===== config.mk =====
export PLATFORM = sky130hd
export DESIGN_NAME = fetch_sequencer
export DESIGN_NICKNAME = d
export VERILOG_FILES = /design/src/rtl/fetch_sequencer.sv
export SDC_FILE = /design/constraint.sdc
export NUM_CORES = 1
export LEC_CHECK = 0
export BUFFER_PORTS_ARGS = -buffer_cell sky130_fd_sc_hd__buf_2
export CAP_MARGIN = 10
export CORE_MARGIN = 2
export CORE_UTILIZATION = 40
export CTS_CLUSTER_DIAMETER = 60
export DETAILED_ROUTE_END_ITERATION = 7
export PLACE_DENSITY = 0.66
export SLEW_MARGIN = 20
export SYNTH_ARGS = -nofsm -noshare
export SYNTH_HDL_FRONTEND = slang
export SYNTH_SLANG_ARGS = --single-unit

===== constraint.sdc =====
create_clock -name clk -period 5.3 [get_ports clk]
set_input_delay 0.265 -clock clk [delete_from_list [all_inputs] [get_ports clk]]
set_output_delay 0.265 -clock clk [all_outputs]
set_load 0.005 [all_outputs]

===== src/rtl/fetch_sequencer.sv =====
// Fetch program counter and EX-load sequencing for the 3-stage core.
// Chooses each cycle between loading imem[pc_fetch] into EX or inserting a bubble.
module fetch_sequencer #(
  parameter int              PC_W         = 12,
  parameter logic [PC_W-1:0] RESET_PC     = '0,
  parameter int              FLUSH_CYCLES = 1
) (
  input  logic            clk,
  input  logic            rst,
  input  logic            redirect_ex,
  input  logic [PC_W-1:0] target_ex,
  input  logic            halt_ex,
  input  logic            stall_req,
  input  logic            step_req,
  input  logic            resume,
  output logic [PC_W-1:0] pc_fetch,
  output logic [PC_W-1:0] pc_ex,
  output logic            fetch_en,
  output logic            bubble_ex,
  output logic            ex_valid,
  output logic            halted
);

  typedef enum logic [1:0] {
    ST_RUN   = 2'd0,
    ST_FLUSH = 2'd1,
    ST_HALT  = 2'd2,
    ST_STEP  = 2'd3
  } state_t;

  localparam logic [2:0] FLUSH_LOAD = 3'(FLUSH_CYCLES - 1);

  state_t          state_r, state_s;
  logic [2:0]      flush_cnt_r, flush_cnt_s;
  logic [PC_W-1:0] pc_fetch_r, pc_fetch_s;
  logic [PC_W-1:0] pc_ex_r, pc_ex_s;
  logic            ex_valid_r, ex_valid_s;
  logic            halted_r, halted_s;
  logic            fetch_en_s, bubble_s;
  logic            redirect_v_s, halt_v_s;
  logic [PC_W-1:0] pc_fetch_inc_s;

  // A bubble in EX cannot branch or halt.
  assign redirect_v_s   = redirect_ex & ex_valid_r;
  assign halt_v_s       = halt_ex & ex_valid_r;
  assign pc_fetch_inc_s = pc_fetch_r + PC_W'(1);

  // Next-state, next-PC and the combinational EX load selects.
  always_comb begin
    state_s     = state_r;
    flush_cnt_s = flush_cnt_r;
    pc_fetch_s  = pc_fetch_r;
    pc_ex_s     = pc_ex_r;
    ex_valid_s  = 1'b0;
    fetch_en_s  = 1'b0;
    bubble_s    = 1'b0;
    case (state_r)
      ST_RUN: begin
        if (halt_v_s) begin
          bubble_s = 1'b1;
          state_s  = ST_HALT;
        end else if (redirect_v_s) begin
          bubble_s   = 1'b1;
          pc_fetch_s = target_ex;
          if (FLUSH_CYCLES > 1) begin
            flush_cnt_s = FLUSH_LOAD;
            state_s     = ST_FLUSH;
          end else begin
            state_s = ST_RUN;
          end
        end else if (stall_req) begin
          bubble_s = 1'b1;
        end else begin
          fetch_en_s = 1'b1;
          pc_ex_s    = pc_fetch_r;
          pc_fetch_s = pc_fetch_inc_s;
          ex_valid_s = 1'b1;
        end
      end
      ST_FLUSH: begin
        bubble_s = 1'b1;
        // Leave on the bubble that takes the counter to zero.
        if (flush_cnt_r > 3'd1) begin
          flush_cnt_s = flush_cnt_r - 3'd1;
          state_s     = ST_FLUSH;
        end else begin
          flush_cnt_s = 3'd0;
          state_s     = ST_RUN;
        end
      end
      ST_HALT: begin
        if (resume) begin
          bubble_s = 1'b1;
          state_s  = ST_RUN;
        end else if (step_req) begin
          fetch_en_s = 1'b1;
          pc_ex_s    = pc_fetch_r;
          pc_fetch_s = pc_fetch_inc_s;
          ex_valid_s = 1'b1;
          state_s    = ST_STEP;
        end else begin
          bubble_s = 1'b1;
        end
      end
      ST_STEP: begin
        bubble_s = 1'b1;
        state_s  = ST_HALT;
        if (redirect_v_s) begin
          pc_fetch_s = target_ex;
        end else begin
          pc_fetch_s = pc_fetch_r;
        end
      end
      default: begin
        bubble_s    = 1'b1;
        flush_cnt_s = 3'd0;
        state_s     = ST_RUN;
      end
    endcase
    halted_s = (state_s == ST_HALT) || (state_s == ST_STEP);
  end

  // State and registered outputs.
  always_ff @(posedge clk or posedge rst) begin
    if (rst) begin
      state_r     <= ST_RUN;
      flush_cnt_r <= 3'd0;
      pc_fetch_r  <= RESET_PC;
      pc_ex_r     <= '0;
      ex_valid_r  <= 1'b0;
      halted_r    <= 1'b0;
    end else begin
      state_r     <= state_s;
      flush_cnt_r <= flush_cnt_s;
      pc_fetch_r  <= pc_fetch_s;
      pc_ex_r     <= pc_ex_s;
      ex_valid_r  <= ex_valid_s;
      halted_r    <= halted_s;
    end
  end

  assign pc_fetch  = pc_fetch_r;
  assign pc_ex     = pc_ex_r;
  assign ex_valid  = ex_valid_r;
  assign halted    = halted_r;
  assign fetch_en  = fetch_en_s;
  assign bubble_ex = bubble_s;

endmodule


==> impl_metrics.csv, run 1 <==
group,metric,value,unit
yosys,synth_nets,173,
outcome,status,"complete, no violations",
global_route,grt_pass1_vias,1306,
global_route,grt_max_degree,31,
global_route,grt_pass1_wl,5990,um
clock_network,clkTransAtPathRegs,60,ps
timing,hold_viol,0,
clock_network,post_cts_resized,0,
floorplan,ioPinCount,47,
yosys,yosysTopAreaCell,"dfrtp_1",
worst_setup_path,rrSetupSlack,2950,ps
placement,place_inst,237,
floorplan,fp.dieArea,4640,um2
worst_setup_path,cp-end-kind,"flip-flop",
final_layout,fin_util,0.491,
yosys,synth_edf_count,0,
route,ant_nets,0,
clock_network,cts_num_sinks,30,
global_route,antenna_found_initial,0,
route,num_vias,1375,
final_layout,ff_latch_area,751,um2
final_layout,nFillCells,393,
clock_network,cts.htree.levels,2,
placement,place_ws,2950,ps
clock_network,clockBufferDepth,2,
yosys,ys_seq_area_frac,0.456,
floorplan,fp.dieW,68.1,um
placement,io_buffers,46,
floorplan,fp-row-count,23,
worst_setup_path,crit_start,"halted",
final_layout,nets,216,
placement,hpwl,2670,um
route,drtIter0Drc,88,
clock_network,cts_setup_buffers,0,
clock_network,cts_inserted_buffers,5,
worst_hold_path,hold_path.class,"input pin to asynchronous set/reset pin",
final_layout,layout_commonest_cell,"buf_2",
yosys,synth_area,1650,um2
timing,worst_pin_slew,1090,ps
power,vdd_drop_max,227,uV
placement,gp_congestion,0.810,
global_route,overflow,0,
route,viasPerCell,5.61,
power,p_leak,0.000858,uW
worst_setup_path,crit_path_end,"pc_fetch[1]",
worst_setup_path,cp.arrival,2520,ps
yosys,synth_top_area_share,0.456,
global_route,grt_use_total,0.175,
route,drc,0,
timing,slew_headroom,0.270,
yosys,synth_area_per_cell,10.9,um2
final_layout,syn_to_final_growth,18.6,%
worst_setup_path,required,5470,ps
worst_setup_path,path_class,"flip-flop to flip-flop",
yosys,synth.area.top_cells,"dfrtp_1 (46%), mux2_2 (8.2%), a2bb2oi_1 (4.8%), a211oi_1 (4.1%), buf_6 (3.4%)",
timing,fin_skew,5.41,ps
final_layout,final_cells,245,
yosys,synthFlopType,"dfrtp_1",
floorplan,die_y,68.1,um
worst_setup_path,start_kind,"flip-flop",
yosys,synth-seq-cells,30,
route,wirelength,3760,um
route,avgRoutedWirePerCell,15.4,um
floorplan,start_util,0.414,
timing,slew_violations,0,
timing,finalSetupViolations,0,
final_layout,antennaDiodeCount,0,
run,cap_viol_max_count,0,
clock_network,cts_tree,"built",
timing,rsz0062_at_grt,"no",
final_layout,multi_input_area,782,um2
timing,fin_setup_tns,0,ps
yosys,yosys_warnings,0,
timing,period_needed,2350,ps
clock_network,holdBufCountCts,0,
worst_setup_path,timing.rr.start,"halted",
timing,clock.fmax,426,MHz
clock_network,clockRootBuffer,"clkbuf_8",
worst_setup_path,path_max_fanout,14,
worst_setup_path,timing.rr.end,"pc_fetch[1]",
floorplan,core,3970,um2
clock_network,clkLatencyLatePin,280,ps
yosys,syn_inst,151,
yosys,ys_async_sr_fraction,1.00,
worst_setup_path,reg2reg_depth,4,
power,powerDensity,577,nW/um2
timing,period_share,0.443,
yosys,yosysUniqueCellTypes,39,
final_layout,final_cell_mix,"buf_2 (46), dfrtp_1 (30), mux2_2 (12)",
final_layout,drive_gt1_frac,0.385,
route,first_pass_iters,4,
timing,setup_slack,2950,ps
-- synth_stat cells (2+ instances only) --
cell type  instances
o22ai_1            7
buf_4              2
buf_6              5
nor2b_1            2
a22oi_2            2
a31oi_1            2
o21ai_0            8
nand4_1            6
a2bb2oi_1          9
inv_1              7
nand2b_1           2
nand3_1           10
a211oi_1           9
mux2_2            12
a21oi_1            2
and3_1             3
clkbuf_1           3
nand2_1            8
dfrtp_1           30
ha_1               3
-- worst max-delay path, cell delays in order (launching register included) --
cell	delay, ps
dfrtp_1	620
nand2b_1	110
o22ai_1	840
nor2_2	290
mux2_4	380
-- registers in the layout, indices dropped and copies added (netlist names) --
register,cells
ex_valid,1
halted,1
pc_ex,12
flush_cnt_r,3
pc_fetch,12
state_r,1
-- kinds of logic after synthesis --
logic type               Yosys count  share of synthesized area
adder cells (fa/ha/maj)            3                     0.0228
multiplexers                      14                     0.0981
flip-flops                        30                      0.456
buffers and inverters             18                     0.0684
AO/OA/AOI/OAI                     43                      0.188
AND/OR/NAND/NOR                   43                      0.167
-- worst min path at each step --
stage | cells after the start | startpoint | to | slack (ps)
floorplan | 1 | rst | ex_valid | 360
global placement | 1 | pc_ex[6] | pc_ex[6] | 480
detailed placement | 1 | pc_ex[8] | pc_ex[8] | 490
CTS | 2 | resume | halted | 200
global route | 2 | rst | pc_fetch[9] | 120
finish | 2 | rst | pc_fetch[9] | 60
-- routing by layer --
metal	routed length, um	global-route usage
met1	1670	0.226
met2	1840	0.280
met3	207	0.0444
met4	42	0.0675
met5	0	0
-- power breakdown --
part	leakage [uW]	switching (uW)	total, uW	internal, uW
Sequential	0.000350	114	445	331
Clock	0.0000482	81.4	186	104
Combinational	0.000460	237	495	259
Total	0.000858	432	1130	694
-- area by class of cell --
| class | instances | share of cell area |
|---|---|---|
| clock buffers | 7 | 0.0443 |
| clock inverters | 1 | 0.00257 |
| inverters | 7 | 0.0135 |
| multi-input cells | 103 | 0.401 |
| flip-flops and latches | 30 | 0.385 |
| well taps | 50 | 0.0321 |
| repair buffers | 47 | 0.122 |
-- stage by stage --
step	instance area, um2	power, uW	hold slack (ps)
detailed placement	1860	946	490
floorplan	1650	794	356
global placement	1860	927	483
CTS	1950	1140	195
global route	1950	1220	115
finish	1950	1130	61.5
No activity file was read; power rests on OpenSTA's default activity.
==> inputs of run 2 (changes only) <==
clock period = 2.2 ns   (was 5.3 ns; I/O delays follow)
==> run 2 against run 1 <==
Against the previous run: setup slack worse by 2700 ps; wire length rose by 1.9%; via count decreased by 2.9%; critical endpoint unchanged; utilization increased by 0.98 points; flip-flop and latch count did not move; global-route usage rose by 0.94 points; largest cell class unchanged; sequential share of layout area decreased by 0.75 points; cell area increased by 2.0%.
==> impl_metrics.csv, run 2 (synthesis results as in run 1) <==
group,metric,value,unit
clock_network,cts_inserted_buffers,5,
worst_setup_path,required,2380,ps
run,cap_viol_max_count,0,
route,wl_met1,1820,um
floorplan,ioPinCount,47,
worst_setup_path,reg2reg_depth,4,
route,dr_wl_met2,1760,um
clock_network,cts_setup_buffers,0,
global_route,grt_pass1_vias,1296,
timing,worst_pin_slew,529,ps
timing,fin_setup_tns,0,ps
power,pwr-share-clk,0.161,
timing,period_needed,1990,ps
outcome,status,"complete, no violations",
final_layout,ff_latch_area,751,um2
floorplan,fp-row-count,23,
worst_setup_path,path_delay_family,"simple AND/OR/NAND/NOR gates",
global_route,overflow,0,
final_layout,nets,222,
final_layout,layout_commonest_cell,"buf_2",
timing,fin_skew,8.05,ps
route,avgRoutedWirePerCell,15.4,um
power,power.share.combinational,0.450,
final_layout,multi_input_area,782,um2
clock_network,clkTransAtPathRegs,60,ps
power,vdd_drop_max,668,uV
final_layout,syn_to_final_growth,20.9,%
route,num_vias,1335,
clock_network,cts_num_sinks,30,
worst_setup_path,path_cells,"or3b_1 > a22oi_2 > nor2_2 > mux2_4",
clock_network,cts_tree,"built",
timing,rsz0062_at_grt,"no",
global_route,antenna_found_initial,0,
route,wirelength,3840,um
timing,hold_ws,30.6,ps
placement,hpwl,2740,um
final_layout,fin_util,0.501,
route,drc,0,
floorplan,die_y,68.1,um
global_route,grt_pass1_wl,6110,um
worst_setup_path,slowest_delay,530,ps
timing,slew_headroom,0.647,
worst_setup_path,cp.arrival,2170,ps
worst_setup_path,crit_slowest_cell,"dfrtp_1",
worst_setup_path,crit_buf_inv,0,
route,top_layer,"met4",
final_layout,nFillCells,383,
route,first_pass_iters,4,
placement,io_buffers,46,
route,viasPerCell,5.36,
floorplan,start_util,0.414,
final_layout,drive_gt1_frac,0.392,
floorplan,core,3970,um2
timing,slew_violations,0,
route,wl_met3,197,um
global_route,grt_max_degree,31,
power,p_int,1700,uW
power,power_switching,1050,uW
worst_hold_path,hold_path.class,"input pin to flip-flop",
worst_setup_path,path_depth,4,
floorplan,fp.dieW,68.1,um
final_layout,final_cell_mix,"buf_2 (46), dfrtp_1 (30), mux2_2 (12)",
worst_hold_path,hold-path-cell-count,2,
worst_setup_path,path_class,"flip-flop to flip-flop",
route,ant_nets,0,
worst_setup_path,path_max_fanout,12,
power,seq_power_share,0.389,
final_layout,antennaDiodeCount,0,
power,p_sw_frac,0.383,
worst_setup_path,start_kind,"flip-flop",
route,drtIter0Drc,63,
global_route,grt_use_total,0.184,
timing,finalSetupViolations,0,
clock_network,cts.htree.levels,2,
clock_network,clockRootBuffer,"clkbuf_8",
placement,gp_congestion,0.784,
timing,hold_viol,0,
power,p_leak,0.000882,uW
clock_network,clkLatencyLatePin,290,ps
floorplan,fp.dieArea,4640,um2
worst_setup_path,cp-end-kind,"flip-flop",
clock_network,clockBufferDepth,2,
power,powerDensity,1380,nW/um2
timing,period_share,0.903,
timing,clock.fmax,503,MHz
-- run 2: final timing paths --
path,endpoint,slack (ps),from
worst max-delay path,pc_fetch[1],210,halted
worst min-delay path,halted,30,resume
worst max register to register,pc_fetch[1],210,halted
worst min register to register,pc_ex[8],500,pc_ex[8]
max in group asynchronous,ex_valid,1470,rst
min in group asynchronous,pc_ex[9],440,rst
-- run 2: repair_timing --
item                      4_1_cts  5_1_grt
hold buffers                    1        0
hold endpoints to repair       30        0
resized for setup               0        0
-- run 2: layout make-up --
type / instances / share of cell area
Timing Repair Buffer: 53 / 0.143
Multi-Input combinational cell: 103 / 0.393
Sequential cell: 30 / 0.377
Tap cell: 50 / 0.0314
Inverter: 7 / 0.0132
Clock buffer: 6 / 0.0415
-- run 2: routing by layer --
layer / up-vias / track usage
met5: - / 0
met4: 0 / 0.0975
met3: 6 / 0.0428
met2: 30 / 0.280
met1: 633 / 0.242
li1: 666 / -
-- run 2: per-stage QoR --
step	setup WS (ps)	std cells	area, um2	power, uW
final	213	249	1990	2750
after global routing	134	249	1990	2960
after CTS	231	249	1990	2780
after detailed placement	227	242	1900	2320
after global placement	321	242	1900	2270
after floorplan	507	151	1650	1910
-- run 2: power groups by stage --
stage          logic [uW]  registers [uW]  clock network (uW)
2_1_floorplan         886            1030                   0
3_3_place_gp         1210            1050                   0
3_5_place_dp         1240            1080                   0
4_1_cts              1250            1070                 457
5_1_grt              1370            1110                 478
6_report             1240            1070                 444
==> inputs of run 3 (changes only) <==
CORE_MARGIN = default   (was 2)
HOLD_SLACK_MARGIN = 0.06   (was default)
==> run 3 against run 2 <==
Against the previous run: maximum frequency is 0.76% lower; critical endpoint unchanged; critical path type unchanged; sequential power hardly changed; highest routed layer unchanged; cell count did not move; via count up 7.0%; wire length decreased by 0.39%.
==> impl_metrics.csv, run 3 (synthesis results as in run 1) <==
group,metric,value,unit
placement,gp_congestion,0.848,
global_route,grt_use_total,0.196,
final_layout,ff_latch_area,751,um2
power,powerDensity,1370,nW/um2
worst_hold_path,min-delay-start,"target_ex[4]",
timing,fin_setup_tns,0,ps
worst_setup_path,path_max_fanout,12,
floorplan,die_y,66.1,um
floorplan,fp.dieArea,4370,um2
timing,slew_headroom,0.592,
clock_network,clockRootBuffer,"clkbuf_8",
timing,rsz0062_at_grt,"no",
worst_hold_path,hold_path.class,"input pin to flip-flop",
route,drc,0,
final_layout,nets,223,
route,wirelength,3820,um
worst_setup_path,timing.rr.start,"halted",
final_layout,multi_input_area,782,um2
route,num_vias,1428,
floorplan,ioPinCount,47,
timing,hold_ws,162,ps
global_route,grt_pass1_wl,6200,um
worst_setup_path,cp-end-kind,"flip-flop",
final_layout,antennaDiodeCount,0,
worst_hold_path,hold-path-cell-count,3,
final_layout,syn_to_final_growth,21.0,%
final_layout,fin_area,1990,um2
worst_setup_path,path_class,"flip-flop to flip-flop",
timing,period_share,0.910,
clock_network,cts_num_sinks,30,
floorplan,core,3800,um2
worst_setup_path,reg2reg_depth,4,
worst_setup_path,crit_slowest_cell,"dfrtp_1",
timing,setup_slack,197,ps
worst_setup_path,timing.rr.end,"pc_fetch[1]",
clock_network,cts_inserted_buffers,5,
placement,hpwl,2750,um
clock_network,cts.htree.levels,2,
timing,period_needed,2000,ps
power,vdd_drop_max,624,uV
final_layout,layout_commonest_cell,"buf_2",
power,p_leak,0.000882,uW
run,cap_viol_max_count,0,
final_layout,drive_gt1_frac,0.383,
placement,io_buffers,46,
timing,worst_pin_slew,613,ps
placement,placed_area,1890,um2
floorplan,fp-row-count,22,
worst_hold_path,hold_path_end,"pc_fetch[4]",
final_layout,final_cell_mix,"buf_2 (46), dfrtp_1 (30), mux2_2 (12)",
floorplan,fp.dieW,66.1,um
outcome,status,"complete, no violations",
global_route,grt_max_degree,31,
worst_setup_path,required,2370,ps
timing,hold_viol,0,
placement,place_ws,221,ps
power,power,2730,uW
worst_setup_path,crit_start,"halted",
global_route,overflow,0,
clock_network,cts_setup_buffers,0,
timing,fin_skew,4.18,ps
clock_network,clockBufferDepth,2,
worst_setup_path,slowest_delay,620,ps
global_route,grt_pass1_vias,1376,
worst_setup_path,start_kind,"flip-flop",
worst_setup_path,rrSetupSlack,200,ps
clock_network,clkLatencyLatePin,280,ps
worst_setup_path,cp.arrival,2170,ps
route,drtIter0Drc,57,
floorplan,start_util,0.433,
route,ant_nets,0,
global_route,antenna_found_initial,0,
route,viasPerCell,5.73,
clock_network,cts_tree,"built",
route,avgRoutedWirePerCell,15.3,um
timing,slew_violations,0,
clock_network,clkTransAtPathRegs,60,ps
timing,finalSetupViolations,0,
timing,clock.fmax,499,MHz
worst_setup_path,path_delay_family,"flip-flops",
final_layout,nFillCells,359,
worst_setup_path,path_cells,"nand2b_1 > o22ai_1 > nor2_2 > mux2_4",
route,first_pass_iters,4,
worst_setup_path,crit_buf_inv,0,
[run 3: changes by cell type in the layout (fill, tap and decap cells not counted)]
cell / delta
clkbuf_8: -1
dlygate4sd3_1: +1
clkbuf_1: +2
[run 3: worst register-to-register path, delay by kind of cell (launching register included)]
family	cells	cell delay, ps
multiplexers	1	350
AO/OA/AOI/OAI	1	510
AND/OR/NAND/NOR	2	400
flip-flops	1	620
[run 3: how the worst max path moves through the flow]
stage	endpoint	slack, ps	cells past startpoint
2_1_floorplan	pc_ex[0]	510	6
3_3_place_gp	pc_fetch[1]	310	4
3_5_place_dp	pc_fetch[1]	220	4
4_1_cts	pc_fetch[1]	220	4
5_1_grt	pc_fetch[1]	20	4
6_report	pc_fetch[1]	200	4
[run 3: repair_timing]
| item | in CTS | in global routing |
|---|---|---|
| resized for setup | 0 | 0 |
| hold endpoints to repair | 31 | 0 |
| hold buffers | 2 | 0 |
[run 3: power by group]
group / internal (uW) / switching, uW / total (uW)
logic: 661 / 577 / 1240
clock network: 217 / 196 / 413
registers: 798 / 281 / 1080
[run 3: final cells by class]
class                           count  area share
Multi-Input combinational cell    103       0.393
Sequential cell                    30       0.377
Timing Repair Buffer               54       0.148
Clock buffer                        7      0.0383
Tap cell                           48      0.0302
Inverter                            7      0.0132
[run 3: metal layers]
| layer | part of all wire | global-route usage | vias up | wire, um |
|---|---|---|---|---|
| met4 | 0.015 | 0.0957 | 0 | 58 |
| met5 | 0 | 0 | - | 0 |
| met2 | 0.47 | 0.305 | 51 | 1790 |
| met1 | 0.45 | 0.241 | 702 | 1720 |
| li1 | - | - | 670 | - |
| met3 | 0.067 | 0.0672 | 5 | 257 |
[run 3: per-stage QoR]
step / instances / utilization
3_3_place_gp: 240 / 0.499
4_1_cts: 249 / 0.524
6_report: 249 / 0.524
3_5_place_dp: 240 / 0.499
2_1_floorplan: 151 / -
5_1_grt: 249 / 0.524
